## src/rtl/ctrl_sequencer.sv

```systemverilog
// ctrl_sequencer
//
// Multi-cycle control sequencer sitting between instruction fetch and the
// datapath/PC logic. One opcode is accepted per valid/ready handshake and
// classified as halt, unconditional jump, taken/not-taken jump-on-zero or
// ordinary execute. The matching strobe schedule is then played out, and
// retired instructions are counted.
//
// Ports:
//   clk          in   system clock, rising edge active
//   rst_n        in   asynchronous active-low reset
//   instr_valid  in   fetch stage presents an opcode
//   instr_ready  out  sequencer can accept (IDLE only)
//   opcode       in   opcode, captured on the accept edge
//   zero_flag    in   ALU zero flag, looked at only in DECODE
//   resume       in   leave HALT (ignored elsewhere)
//   clk_dis      out  datapath clock-disable, high throughout HALT
//   jump_en      out  PC load strobe, first JUMP cycle only
//   flush        out  pipeline flush, every JUMP cycle
//   exec_en      out  datapath execute strobe, the single EXEC cycle
//   instr_cnt    out  retired-instruction count, wraps modulo 2^CNT_W
module ctrl_sequencer #(
    parameter int              OPW       = 4,
    parameter logic [OPW-1:0]  OP_HALT   = 4'b0000,
    parameter logic [OPW-1:0]  OP_JMP    = 4'b0100,
    parameter logic [OPW-1:0]  OP_JZ     = 4'b0011,
    parameter int              FLUSH_CYC = 2,
    parameter int              CNT_W     = 8
) (
    input  logic             clk,
    input  logic             rst_n,
    input  logic             instr_valid,
    output logic             instr_ready,
    input  logic [OPW-1:0]   opcode,
    input  logic             zero_flag,
    input  logic             resume,
    output logic             clk_dis,
    output logic             jump_en,
    output logic             flush,
    output logic             exec_en,
    output logic [CNT_W-1:0] instr_cnt
);

    typedef enum logic [2:0] {
        IDLE,
        DECODE,
        EXEC,
        JUMP,
        HALT
    } state_t;

    // The flush counter counts down from FLUSH_CYC-1 to 0, so the value it
    // is loaded with also marks the first JUMP cycle.
    localparam logic [3:0] FLUSH_LOAD = 4'(FLUSH_CYC - 1);

    state_t           state;
    state_t           state_next;
    logic [OPW-1:0]   op_q;
    logic [3:0]       flush_cnt;
    logic [3:0]       flush_cnt_next;
    logic             cnt_inc;
    logic             jump_taken;

    // State, flush counter and retired count. The count steps on the edge
    // that leaves EXEC or JUMP, or that enters HALT.
    always_ff @(posedge clk or negedge rst_n) begin
        if (!rst_n) begin
            state     <= IDLE;
            flush_cnt <= 4'd0;
            instr_cnt <= '0;
        end else begin
            state     <= state_next;
            flush_cnt <= flush_cnt_next;
            if (cnt_inc) begin
                instr_cnt <= instr_cnt + CNT_W'(1);
            end
        end
    end

    // The opcode is captured only on the accept edge so later changes on
    // the fetch bus cannot alter the instruction being sequenced.
    always_ff @(posedge clk or negedge rst_n) begin
        if (!rst_n) begin
            op_q <= '0;
        end else if (instr_valid && (state == IDLE)) begin
            op_q <= opcode;
        end
    end

    // Next-state and counter control. zero_flag only matters in DECODE and
    // resume only in HALT; anything that is neither halt nor a taken jump
    // (including undefined opcodes) is treated as an ordinary execute.
    always_comb begin
        state_next     = state;
        flush_cnt_next = flush_cnt;
        cnt_inc        = 1'b0;
        jump_taken     = (op_q == OP_JMP) || ((op_q == OP_JZ) && zero_flag);

        case (state)
            IDLE: begin
                if (instr_valid) begin
                    state_next = DECODE;
                end
            end
            DECODE: begin
                if (op_q == OP_HALT) begin
                    state_next = HALT;
                    cnt_inc    = 1'b1;
                end else if (jump_taken) begin
                    state_next     = JUMP;
                    flush_cnt_next = FLUSH_LOAD;
                end else begin
                    state_next = EXEC;
                end
            end
            EXEC: begin
                state_next = IDLE;
                cnt_inc    = 1'b1;
            end
            JUMP: begin
                if (flush_cnt == 4'd0) begin
                    state_next = IDLE;
                    cnt_inc    = 1'b1;
                end else begin
                    flush_cnt_next = flush_cnt - 4'd1;
                end
            end
            HALT: begin
                if (resume) begin
                    state_next = IDLE;
                end
            end
            default: begin
                state_next = IDLE;
            end
        endcase
    end

    // Moore outputs, decoded from state and counter only.
    assign instr_ready = (state == IDLE);
    assign clk_dis     = (state == HALT);
    assign exec_en     = (state == EXEC);
    assign flush       = (state == JUMP);
    assign jump_en     = (state == JUMP) && (flush_cnt == FLUSH_LOAD);

endmodule

```

## config.mk

```make
export PLATFORM = sky130hd
export DESIGN_NAME = ctrl_sequencer
export DESIGN_NICKNAME = d
export VERILOG_FILES = /design/src/rtl/ctrl_sequencer.sv
export SDC_FILE = /design/constraint.sdc
export NUM_CORES = 1
export LEC_CHECK = 0
export ABC_AREA = 1
export CAP_MARGIN = 15
export CORE_MARGIN = 2
export CORE_UTILIZATION = 50
export CTS_CLUSTER_SIZE = 14
export DETAILED_ROUTE_END_ITERATION = 8
export GPL_ROUTABILITY_DRIVEN = 0
export PLACE_DENSITY = 0.78
export SLEW_MARGIN = 20
export SYNTH_ARGS = -nofsm -noshare
export SYNTH_HDL_FRONTEND = slang
export SYNTH_SLANG_ARGS = --single-unit
export TNS_END_PERCENT = 100
```

## constraint.sdc

```tcl
create_clock -name clk -period 1.5 [get_ports clk]
set_input_delay 0.225 -clock clk [delete_from_list [all_inputs] [get_ports clk]]
set_output_delay 0.225 -clock clk [all_outputs]
set_load 0.01 [all_outputs]
```

==> results of run 1 <==
==> per-layer routing <==
layer	share of wire, %	vias up
li1	-	571
met1	41	539
met2	53	28
met3	4.4	5
met4	1.6	0
met5	0	-
==> state kept, by name (all words and copies together) (netlist names) <==
register,flops
state,3
instr_cnt,8
flush_cnt,4
op_q,4
==> layout by cell type (no fill, tap or decap), drive strengths merged <==
master,synthesis,routed
xnor2,3,3
inv,13,13
nor2,16,16
o21ai,1,1
clkbuf,0,7
or2,1,1
nand2,57,57
xor2,1,1
ha,4,4
clkinv,1,1
nand3,23,23
clkdlybuf4s50,0,16
o31ai,1,1
nand4,2,2
buf,0,24
and2,1,1
a21oi,2,2
nor3,1,1
nand3b,3,3
dfrtp,19,19
==> worst reg2reg max path: stages (launching register included) <==
cell	delay, ns
dfrtp_1	0.39
inv_1	0.07
buf_4	0.11
ha_1	0.15
nand2_2	0.11
nor2_4	0.13
nor2_4	0.06
buf_4	0.14
nand3_1	0.06
nand2_1	0.07
==> repair_timing <==
| item | CTS | global route |
|---|---|---|
| setup endpoints to repair | 11 | 9 |
| pin swaps | 0 | 0 |
| setup buffers | 7 | 3 |
| gates resized for setup | 12 | 12 |
==> cell usage after synthesis, drive strengths merged (2+ instances only) <==
cell | count | area [sq um]
a21oi | 2 | 10.0
dfrtp | 19 | 475
ha | 4 | 50.1
inv | 13 | 48.8
nand2 | 57 | 234
nand3 | 23 | 120
nand3b | 3 | 22.5
nand4 | 2 | 12.5
nor2 | 16 | 77.6
xnor2 | 3 | 26.3
==> cells by family after synthesis <==
group	Yosys count	share of synthesized area, %
AO/OA/AOI/OAI	4	2.01
AND/OR/NAND/NOR	104	43.2
flip-flops	19	42.4
adder cells (fa/ha/maj)	4	4.46
XOR/XNOR	4	3.13
buffers and inverters	14	4.80
==> final cells by class <==
type,instances,share of cell area (%)
Multi-Input combinational cell,116,39.2
Sequential cell,19,30.8
Timing Repair Buffer,43,22.6
Inverter,14,3.47
Tap cell,28,2.26
Clock buffer,4,1.70
==> metrics by stage <==
step	setup TNS [ns]	cell area (sq um)	util, %	hold WS [ns]	power (mW)
final	0	1550	71.4	0.255	2.84
after global routing	0	1550	71.4	0.268	3.08
after CTS	-0.117	1540	70.9	0.262	2.79
after detailed placement	0	1460	67.1	0.489	2.44
after global placement	0	1460	67.1	0.484	2.37
after floorplan	0	1120	-	-0.0706	1.76
==> report_power, final <==
| part | internal (mW) | switching [mW] | total [mW] |
|---|---|---|---|
| registers | 0.710 | 0.145 | 0.856 |
| clock network | 0.104 | 0.157 | 0.261 |
| logic | 0.804 | 0.917 | 1.72 |
| total | 1.62 | 1.22 | 2.84 |
==> final timing paths <==
kind                         startpoint            to  slack [ns]
max                        instr_cnt[4]  instr_cnt[4]        0.05
min                               rst_n  instr_cnt[7]        0.25
max reg2reg                flush_cnt[1]  instr_cnt[1]        0.10
min reg2reg                     op_q[0]       op_q[0]        0.52
max in group asynchronous         rst_n      state[1]        1.02
min in group clk              opcode[0]       op_q[0]        0.47
==> run metrics, run 1 <==
crit path time final 1.45 ns; worst slew pin tran 0.249 ns; Post-Synthesis Net Count 162; Async S/R FF share, synth 100%; core area 2170 sq um; global routing's busiest layer met2; Final WS setup 0.0494 ns; Syn Inst Count roughly 150; clock insertion delay at the later pin of the skew report 0.30 ns; antenna viol nets, final 0; Slew headroom a little over four fifths; Filler Cells Inserted 179; final hold violation count 0; # port buffers 21; Die Area 2640 sq um; Rows 17; area of the multi-input gates 607 sq um; kind of critical path reg2out; Tcrit/Tclk final 96.7%; CTS max path bufs 2; Max IR drop VDD 0.00126 V; Placement Setup Slack 0.0147 ns; Syn Area/Cell roughly 7.5 sq um; Critical Path Source Type register; Arr. time, crit path 1.23 ns; initial antenna violation count 0; TritonCTS Buffers 3; slowest cell delay on critical path 0.54 ns; Chip Height 51.4 um; Synth Cell Area 1120 sq um; DRC viols 0; fin nets 210; # IOs 22; Buf/Inv on CP 1; Cell Pwr Density 1830 nW/um^2; critical path, cell by cell clkdlybuf4s50_1; Reg clk slew, reported paths 0.10 ns; Yosys cell types 23; die width 51.4 um; vias in the first global route roughly 1k; initial core utilization roughly 52%; register area 477 sq um; FF-to-FF path depth 9; outcome finished, final reports clean; Post-Layout Cell Count about 220; met2 Usage GRT roughly 40%; Layout Skew roughly 0.0020 ns; DR iter-0 viols 31; leak pwr between 0.8 and 0.9 nW; Final setup viols 0; WP data required 1.27 ns; Max Cap Viol 0; CP Capture Type output port; Root Buffer clkbuf_4; Detailed Routing Iterations Pass 1 4; GRT Residual Overflow 0; max-slew violations 0; Seq/Total Area, Yosys 42.4%; DP Cell Count 210; via count 1143; YS warnings 0; CP Depth 1; highest-delay cell along the critical path clkdlybuf4s50_1; grt met3 use 3.51%; wire length per cell between 10 and 15 um; cell family with most CP delay buffers and inverters; unrepaired setup endpoints after global routing false; diode count 0; TritonCTS clock tree built; worst min path class in2async; FMAX 689 MHz; vias per std cell between 5 and 6; hpwl dp 1790 um; largest net degree at the start of global routing 20; area delta synth->final 38.2%; hold buffers post-CTS 0; fraction of layout cells with a size suffix above 1 23.5%; met1 usage 22.9%; clk sinks 19; H-tree depth 1; number of synthesized register bits 19; largest fanout on the critical path 2; first-pass GRT wire length 4040 um; EDFF count, synth 0; final WL 2530 um; Tot GR Track Use 20.8%; Synth Flop Type dfrtp_1
No activity file was read; power rests on OpenSTA's default activity.
==> run 2: changes to the inputs <==
--- a/config.mk
+++ b/config.mk
@@ -7,9 +7,7 @@
 export LEC_CHECK = 0
 export ABC_AREA = 1
 export CAP_MARGIN = 15
-export CORE_MARGIN = 2
 export CORE_UTILIZATION = 50
-export CTS_CLUSTER_SIZE = 14
 export DETAILED_ROUTE_END_ITERATION = 8
 export GPL_ROUTABILITY_DRIVEN = 0
 export PLACE_DENSITY = 0.78
==> run metrics, run 2 (same netlist as run 1, synthesis figures left out) <==
Tot Pwr 3.09 mW (was 2.84 mW); wire length per cell 12.2 um (was 11.3 um); clock insertion delay at the later pin of the skew report 0.31 ns (was 0.30 ns); Max IR drop VDD 0.00185 V (was 0.00126 V); Detailed Routing Iterations Pass 1 4 (unchanged); Cell Pwr Density 1890 nW/um^2 (was 1830 nW/um^2); max-slew violations 0 (unchanged); highest-delay cell along the critical path clkdlybuf4s50_1 (unchanged); final hold violation count 0 (unchanged); cell family with most CP delay buffers and inverters (unchanged); Final WS setup 0.0318 ns (was 0.0494 ns); kind of critical path reg2out (unchanged); Critical Path Source Type register (unchanged); Slew headroom 83.2% (was 83.3%); fraction of layout cells with a size suffix above 1 27.6% (was 23.5%); FF-to-FF End instr_cnt[5] (was instr_cnt[1]); largest net degree at the start of global routing 20 (unchanged); Chip Height 49.4 um (was 51.4 um); leak pwr 0.892 nW (was 0.841 nW); clk sinks 19 (unchanged); vias per std cell 5.12 (was 5.10); Reg with most FFs instr_cnt (unchanged); die width 49.4 um (was 51.4 um); largest fanout on the critical path 3 (was 2); unrepaired setup endpoints after global routing true (was false); area delta synth->final 46.1% (was 38.2%); Placement Setup Slack -0.0368 ns (was 0.0147 ns); register-to-register setup slack 0.07 ns (was 0.10 ns); # port buffers 21 (unchanged); slowest cell delay on critical path 0.55 ns (was 0.54 ns); Reg clk slew, reported paths 0.12 ns (was 0.10 ns); via count 1156 (was 1143); crit path time final 1.47 ns (was 1.45 ns); initial core utilization 54.9% (was 51.7%); Die Area 2440 sq um (was 2640 sq um); initial antenna violation count 0 (unchanged); Root Buffer clkbuf_4 (unchanged); final instance area 1640 sq um (was 1550 sq um); Max Cap Viol 0 (unchanged); Tot GR Track Use 26.8% (was 20.8%); outcome finished, final reports clean (unchanged); Arr. time, crit path 1.24 ns (was 1.23 ns); TritonCTS Buffers 3 (unchanged); Rows 16 (was 17); worst slew pin tran 0.253 ns (was 0.249 ns); Final setup viols 0 (unchanged); hold_ws 0.237 ns (was 0.255 ns); hold buffers post-CTS 0 (unchanged); core area 2040 sq um (was 2170 sq um); worst min path class in2async (unchanged); Post-Layout Cell Count 226 (was 224); # IOs 22 (unchanged); critical path, cell by cell clkdlybuf4s50_1 (unchanged); vias in the first global route 1151 (was 1000); post-placement cell area 1450 sq um (was 1460 sq um); GRT Residual Overflow 0 (unchanged); TritonCTS clock tree built (unchanged); antenna viol nets, final 0 (unchanged); hpwl dp 1870 um (was 1790 um); DP Cell Count 208 (was 210); RR Startpoint flush_cnt[1] (unchanged); fin nets 213 (was 210); H-tree depth 1 (unchanged); commonest non-fill, non-tap cell in the layout nand2_1 (unchanged); first-pass GRT wire length 4980 um (was 4040 um); diode count 0 (unchanged); final WL 2760 um (was 2530 um); number of flip-flops in the largest register 8 (unchanged); FMAX 681 MHz (was 689 MHz); Layout Skew 0.00471 ns (was 0.00202 ns); FF-to-FF path depth 9 (unchanged); CTS max path bufs 2 (unchanged); DRC viols 0 (unchanged); DR iter-0 viols 27 (was 31); Tcrit/Tclk final 97.9% (was 96.7%); CP Capture Type output port (unchanged); WP data required 1.27 ns (about the same); Buf/Inv on CP 1 (unchanged); registers with the most flip-flops instr_cnt (8), flush_cnt (4), op_q (4) (unchanged); most frequent cells in the layout nand2_1 (50), nand3_1 (22), buf_4 (21) (was nand2_1 (52), nand3_1 (22), buf_4 (22))
[run 2: changes by cell type in the layout (fill, tap and decap cells not counted), sizes merged]
| cell | before | now |
|---|---|---|
| clkdlybuf4s50 | 16 | 15 |
| buf | 24 | 29 |
| inv | 13 | 14 |
| clkbuf | 7 | 4 |
| dlymetal6s2s | 0 | 1 |
[run 2: area by class of cell]
type,instances,area (sq um)
Sequential cell,19,477
Clock buffer,3,22.5
Clock inverter,1,5.00
Multi-Input combinational cell,116,642
Fill cell,147,404
Inverter,14,55.1
Tap cell,27,33.8
Timing Repair Buffer,46,403
[run 2: routing by layer]
metal  part of all wire [%]  routed length, um  vias up  global-route usage, %
li1                       -                  -      577                      -
met1                     43               1180      546                   31.5
met3                    4.8                133        4                   5.61
met2                     52               1420       29                   50.0
met5                      0                  0        -                      0
met4                   0.87                 24        0                   4.41
[run 2: per-stage QoR]
stage	utilization (%)	setup TNS, ns
final	80.2	0
after global routing	80.2	-0.0247
after CTS	77.9	-0.755
after detailed placement	70.9	-0.0368
after global placement	70.9	0
after floorplan	-	0
[run 2: worst max path at each step]
stage	end	start	depth (start not counted)	slack [ns]
after floorplan	instr_cnt[6]	flush_cnt[0]	8	0.21
after global placement	instr_ready	state[1]	4	0.05
after detailed placement	jump_en	flush_cnt[1]	5	-0.04
after CTS	instr_ready	state[1]	7	-0.1
after global routing	instr_cnt[6]	flush_cnt[1]	9	-0.01
final	instr_cnt[7]	instr_cnt[7]	1	0.03
[run 2: power by group]
part           internal, mW  switching, mW  total [mW]
registers             0.710          0.163       0.873
clock network        0.0996          0.171       0.271
logic                 0.937           1.01        1.95
total                  1.75           1.34        3.09
[run 2: repair_timing]
| action | in CTS | in global routing |
|---|---|---|
| setup buffers | 13 | 3 |
| gates cloned | 0 | 0 |
| gates resized for setup | 26 | 19 |
| pin swaps | 2 | 4 |
| endpoints found under the hold margin | 0 | 0 |
| setup endpoints to repair | 11 | 23 |
